--- config.mk ---
export PLATFORM = sky130hd
export DESIGN_NAME = multi_edge_pulse
export DESIGN_NICKNAME = d
export VERILOG_FILES = /design/src/rtl/edge_pulse_pkg.sv /design/src/rtl/edge_pulse_ch.sv /design/src/rtl/multi_edge_pulse.sv
export SDC_FILE = /design/constraint.sdc
export NUM_CORES = 1
export LEC_CHECK = 0
export ABC_AREA = 1
export BUFFER_PORTS_ARGS = -buffer_cell sky130_fd_sc_hd__buf_2
export CAP_MARGIN = 20
export CORE_UTILIZATION = 40
export DETAILED_ROUTE_END_ITERATION = 6
export PLACE_DENSITY = 0.68
export SYNTH_ARGS = -nofsm -noshare
export SYNTH_HDL_FRONTEND = slang
export SYNTH_SLANG_ARGS = --single-unit
export TNS_END_PERCENT = 1
--- constraint.sdc ---
create_clock -name Clock -period 1.3 [get_ports Clock]
set_input_delay 0.065 -clock Clock [delete_from_list [all_inputs] [get_ports Clock]]
set_output_delay 0.065 -clock Clock [all_outputs]
set_load 0.01 [all_outputs]
--- src/rtl/edge_pulse_pkg.sv ---
// Shared constants and helpers for the multi-channel edge-to-pulse converter.
package edge_pulse_pkg;

  // Per-channel edge selection encodings (EdgeMode field values).
  localparam logic [1:0] EDGE_OFF  = 2'b00;
  localparam logic [1:0] EDGE_RISE = 2'b01;
  localparam logic [1:0] EDGE_FALL = 2'b10;
  localparam logic [1:0] EDGE_BOTH = 2'b11;

  // Ceiling log2, usable in constant expressions; clog2(1) = 0.
  function automatic int clog2(input int value);
    int result;
    int v;
    result = 0;
    v = value - 1;
    while (v > 0) begin
      result = result + 1;
      v = v >> 1;
    end
    return result;
  endfunction

endpackage

--- src/rtl/edge_pulse_ch.sv ---
// One converter channel: optional synchronizer, history flop, edge detect,
// pulse engine with retrigger policy, sticky flag and saturating counter.
module edge_pulse_ch
  import edge_pulse_pkg::*;
#(
  parameter int SYNC_STAGES = 2,
  parameter int PULSE_LEN   = 1,
  parameter int RETRIGGER   = 0,
  parameter int CNT_W       = 8
) (
  input  logic             clock,
  input  logic             reset,
  input  logic             in_sig,
  input  logic [1:0]       edge_mode,
  input  logic             flag_clear,
  input  logic             count_clear,
  output logic             out_pulse,
  output logic             event_flag,
  output logic [CNT_W-1:0] edge_count
);

  // Remaining-cycles counter needs at least one bit even for single-cycle pulses.
  localparam int                REM_W   = (clog2(PULSE_LEN) < 1) ? 1 : clog2(PULSE_LEN);
  localparam logic [REM_W-1:0]  RELOAD  = REM_W'(PULSE_LEN - 1);
  localparam logic [CNT_W-1:0]  CNT_MAX = '1;

  logic             sampled;
  logic             history;
  logic             rise;
  logic             fall;
  logic             want_rise;
  logic             want_fall;
  logic             detect;
  logic [REM_W-1:0] remain;

  generate
    if (SYNC_STAGES == 0) begin : g_nosync
      // Input is already in the Clock domain: sample it directly.
      assign sampled = in_sig;
    end else begin : g_sync
      logic [SYNC_STAGES-1:0] sync_q;

      // Shift chain; bit 0 is the first (metastability-exposed) stage.
      always_ff @(posedge clock or posedge reset) begin
        if (reset) begin
          sync_q <= '0;
        end else begin
          sync_q <= (sync_q << 1) | SYNC_STAGES'(in_sig);
        end
      end

      assign sampled = sync_q[SYNC_STAGES-1];
    end
  endgenerate

  // History resets low, so a line already high at reset release reads as a rising edge.
  always_ff @(posedge clock or posedge reset) begin
    if (reset) begin
      history <= 1'b0;
    end else begin
      history <= sampled;
    end
  end

  assign rise      = sampled & ~history;
  assign fall      = ~sampled & history;
  assign want_rise = (edge_mode == EDGE_RISE) || (edge_mode == EDGE_BOTH);
  assign want_fall = (edge_mode == EDGE_FALL) || (edge_mode == EDGE_BOTH);
  assign detect    = (want_rise & rise) | (want_fall & fall);

  // Pulse engine: start on detect when idle, count down while active,
  // chain straight into a new pulse if an edge lands on the last cycle.
  always_ff @(posedge clock or posedge reset) begin
    if (reset) begin
      out_pulse <= 1'b0;
      remain    <= '0;
    end else if (!out_pulse) begin
      if (detect) begin
        out_pulse <= 1'b1;
        remain    <= RELOAD;
      end
    end else if (remain != '0) begin
      if (detect && (RETRIGGER != 0)) begin
        remain <= RELOAD;
      end else begin
        remain <= remain - REM_W'(1);
      end
    end else begin
      if (detect) begin
        remain <= RELOAD;
      end else begin
        out_pulse <= 1'b0;
      end
    end
  end

  // Sticky flag: a new edge wins over a coincident clear.
  always_ff @(posedge clock or posedge reset) begin
    if (reset) begin
      event_flag <= 1'b0;
    end else if (detect) begin
      event_flag <= 1'b1;
    end else if (flag_clear) begin
      event_flag <= 1'b0;
    end
  end

  // Saturating edge counter; a clear with a coincident edge restarts at one.
  always_ff @(posedge clock or posedge reset) begin
    if (reset) begin
      edge_count <= '0;
    end else if (count_clear) begin
      edge_count <= detect ? CNT_W'(1) : '0;
    end else if (detect && (edge_count != CNT_MAX)) begin
      edge_count <= edge_count + CNT_W'(1);
    end
  end

endmodule

--- src/rtl/multi_edge_pulse.sv ---
// Multi-channel edge-to-pulse converter: replicates one channel per input
// line and packs the per-channel results onto flat buses.
module multi_edge_pulse
  import edge_pulse_pkg::*;
#(
  parameter int CHANNELS    = 4,
  parameter int SYNC_STAGES = 2,
  parameter int PULSE_LEN   = 1,
  parameter int RETRIGGER   = 0,
  parameter int CNT_W       = 8
) (
  input  logic                      Clock,
  input  logic                      Reset,
  input  logic [CHANNELS-1:0]       InSig,
  input  logic [2*CHANNELS-1:0]     EdgeMode,
  input  logic [CHANNELS-1:0]       FlagClear,
  input  logic                      CountClear,
  output logic [CHANNELS-1:0]       OutPulse,
  output logic [CHANNELS-1:0]       EventFlag,
  output logic [CHANNELS*CNT_W-1:0] EdgeCount
);

  generate
    for (genvar i = 0; i < CHANNELS; i++) begin : g_ch
      edge_pulse_ch #(
        .SYNC_STAGES (SYNC_STAGES),
        .PULSE_LEN   (PULSE_LEN),
        .RETRIGGER   (RETRIGGER),
        .CNT_W       (CNT_W)
      ) u_ch (
        .clock       (Clock),
        .reset       (Reset),
        .in_sig      (InSig[i]),
        .edge_mode   (EdgeMode[2*i +: 2]),
        .flag_clear  (FlagClear[i]),
        .count_clear (CountClear),
        .out_pulse   (OutPulse[i]),
        .event_flag  (EventFlag[i]),
        .edge_count  (EdgeCount[CNT_W*i +: CNT_W])
      );
    end
  endgenerate

endmodule

==> flow_metrics.py <==
metrics = {
    "grt": {
        "track_usage": 0.169,
        "grt_pass1_vias": 2214,
        "grt_max_degree": 53,
        "antenna_found_initial": 0,
        "grt_overflow_total": 0,
        "grt_pass1_wl_um": 9600,
    },
    "pwr": {
        "peakVddDrop_mv": 0.607,
        "p_clk_frac": 0.343,
        "power_mw": 3.43,
        "pwr-share-comb": 0.150,
        "p_switching_mw": 0.866,
        "switching_share": 0.253,
        "power_density_nw_per_um2": 964,
        "power.internal_mw": 2.56,
        "seq_power_share": 0.506,
        "p_leak_nw": 1.84,
    },
    "synth": {
        "yosysSeqAreaShare": 0.491,
        "syn_inst": 328,
        "synth.area.top_cells": "dfrtp_1 (49%), nand2_1 (11%), nand3_1 (8.9%), nor2_1 (5.2%), inv_1 (5.0%)",
        "yosys_warnings": 0,
        "synth_top_area_share": 0.491,
        "postSynthAreaPerCell_sq_um": 8.09,
        "synth.distinct_cells": 24,
        "yosys.area.top_type": "dfrtp_1",
        "async_flop_share": 1.00,
        "synth_fp_nets": 351,
        "ys_seq_elements": 52,
        "synth_edf_count": 0,
        "syn_area_sq_um": 2650,
        "synth_ff_type": "dfrtp_1",
    },
    "job": {
        "maxCapViolCount": 0,
    },
    "clocking": {
        "worstSkewPairLatency_ns": 0.31,
        "clock_path_buffers": 2,
        "cts.clk_slew.worst_paths_ns": 0.10,
        "cts_tree": "yes",
        "cts.root.buffer_cell": "clkbuf_8",
        "h-tree-depth": 2,
        "cts_sinks": 52,
        "cts_buffers": 5,
    },
    "routing": {
        "detail_route.wl_per_cell_um": 11.8,
        "remaining_drc_errors": 0,
        "drt_iter0_markers": 106,
        "ant_nets": 0,
        "wirelength_um": 5910,
        "vias": 2415,
        "drt-vias-per-instance": 4.83,
        "firstDrtPassIters": 4,
    },
    "sta": {
        "setup_ws_ns": -0.0182,
        "fin_crit_sh": 1.01,
        "rsz0062_at_grt": "true",
        "finalClockSkew_ns": 0.00505,
        "fin_crit_ns": 1.32,
        "finalHoldViolCount": 0,
        "final-setup-viol-count": 9,
        "relSlewSlack": 0.788,
        "fmax_ghz": 0.759,
        "tightestPinTransition_ns": 0.318,
        "drv_slew": 0,
        "hold_slack_ns": 0.0406,
    },
    "finish": {
        "final_cell_mix": "nand2_1 (71), buf_2 (58), dfrtp_1 (51)",
        "multi_input_area_sq_um": 1230,
        "register_area_sq_um": 1300,
        "antennaDiodeCount": 0,
        "n_fill_cell": 606,
        "postLayoutCellArea_sq_um": 3550,
        "area_growth_pct": 34.0,
        "layout_commonest_cell": "nand2_1",
        "drive_gt1_frac": 0.340,
        "fin_nets": 445,
        "fin_util": 0.557,
    },
    "critical_path": {
        "crit_type": "reg -> reg",
        "rr_startpoint": "g_ch[3].u_ch.edge_count[0]$_DFFE_PP0P_",
        "worstPathRequired_ns": 1.55,
        "rr_worst_depth": 8,
        "rrSetupSlack_ns": -0.02,
        "arrival_ns": 1.57,
        "reg2reg_to": "g_ch[3].u_ch.edge_count[0]$_DFFE_PP0P_",
        "end_kind": "register",
        "cp-start-kind": "register",
        "cp_max_fo": 6,
        "cp-startpoint": "g_ch[3].u_ch.edge_count[0]$_DFFE_PP0P_",
    },
    "floorplan": {
        "fp-row-count": 29,
        "design.die.area_sq_um": 6960,
        "io_pins": 59,
        "die_h_um": 83.4,
        "die_w_um": 83.4,
        "coreArea_sq_um": 6390,
        "initial_core_util": 0.415,
    },
    "worst_hold_path": {
        "hold_path_class": "in -> reg",
        "hold_start": "EdgeMode[4]",
        "hold_end": "g_ch[2].u_ch.event_flag$_DFFE_PP0P_",
        "min_path_cells": 3,
    },
    "placement": {
        "place_congestion": 0.837,
        "place_hpwl_um": 3940,
        "portBuffers": 58,
        "placed_cell_area_sq_um": 3130,
    },
    "status": {
        "status": "finished, violations left",
        "violations": "setup timing",
    },
}
[logic make-up after synthesis]
group	synth area share
AOI/OAI and AO/OA	0.0533
and+or+nand+nor	0.337
xor gates and xnor gates	0.0165
buffers and inverters	0.0840
adders and majority gates	0.0189
DFF	0.491
[power by group through the flow]
stage / logic, mW / registers, mW / clock network, mW
floorplan: 0.242 / 1.79 / 0
global placement: 0.428 / 1.76 / 0
detailed placement: 0.437 / 1.77 / 0
CTS: 0.465 / 1.73 / 1.22
global route: 0.571 / 1.75 / 1.28
finish: 0.515 / 1.73 / 1.18
[layout make-up]
cell class | instances | area share
Inverter | 36 | 0.0391
Clock buffer | 6 | 0.0232
Clock inverter | 2 | 0.0109
Timing Repair Buffer | 100 | 0.187
Multi-Input combinational cell | 227 | 0.346
Sequential cell | 52 | 0.366
Tap cell | 77 | 0.0271
[timing repair]
item / CTS / global route
hold endpoints to repair: 60 / 0
hold buffers: 9 / 0
resized for setup: 5 / 35
setup endpoints to repair: 11 / 30
setup buffers: 1 / 12
pin swaps: 3 / 16
[through the flow]
step           setup TNS (ns)  worst slack, ns  instances
2_1_floorplan         -0.0491          -0.0169        328
3_3_place_gp           -0.209          -0.0497        470
3_5_place_dp           -0.318          -0.0624        470
4_1_cts               -0.0221          -0.0109        488
5_1_grt                 -2.11           -0.115        500
6_report              -0.0675          -0.0182        500
[metal layers]
| metal | vias up | part of all wire | track usage |
|---|---|---|---|
| met1 | 1124 | 0.45 | 0.211 |
| met2 | 60 | 0.49 | 0.297 |
| met3 | 7 | 0.046 | 0.0338 |
| li1 | 1224 | - | - |
| met4 | 0 | 0.010 | 0.0462 |
| met5 | - | 0 | 0 |
[Yosys cell counts, types with 6 or more instances]
cell type and count:
inv_1 35, buf_4 9, nor2_1 37, nor3_1 6, nand3_1 47, o21ai_1 7, dfrtp_1 52, o21ai_0 7
nand2_1 78, nand2_2 7
[registers in the layout, indices dropped and copies added, names as in the netlist]
name and cells:
g_ch.u_ch.g_sync.sync_q 8, g_ch.u_ch.event_flag 4, g_ch.u_ch.out_pulse 4, g_ch.u_ch.edge_count 32, g_ch.u_ch.history 4
[worst max path at each step]
| stage | slack (ns) | endpoint |
|---|---|---|
| 2_1_floorplan | -0.02 | g_ch[3].u_ch.edge_count[2]$_DFFE_PP0P_ |
| 3_3_place_gp | -0.05 | g_ch[1].u_ch.edge_count[2]$_DFFE_PP0P_ |
| 3_5_place_dp | -0.06 | g_ch[1].u_ch.edge_count[3]$_DFFE_PP0P_ |
| 4_1_cts | -0.01 | g_ch[3].u_ch.edge_count[5]$_DFFE_PP0P_ |
| 5_1_grt | -0.12 | g_ch[2].u_ch.edge_count[4]$_DFFE_PP0P_ |
| 6_report | -0.02 | g_ch[3].u_ch.edge_count[0]$_DFFE_PP0P_ |
[critical path, cell delays in order (launching register included)]
cell,delay [ns]
dfrtp_1,0.38
ha_2,0.19
nand2_2,0.08
nor2_2,0.14
nand2_2,0.09
nand2_4,0.13
buf_6,0.12
nand3_2,0.06
nand3_2,0.08
Power figures use the tool's default switching activity.
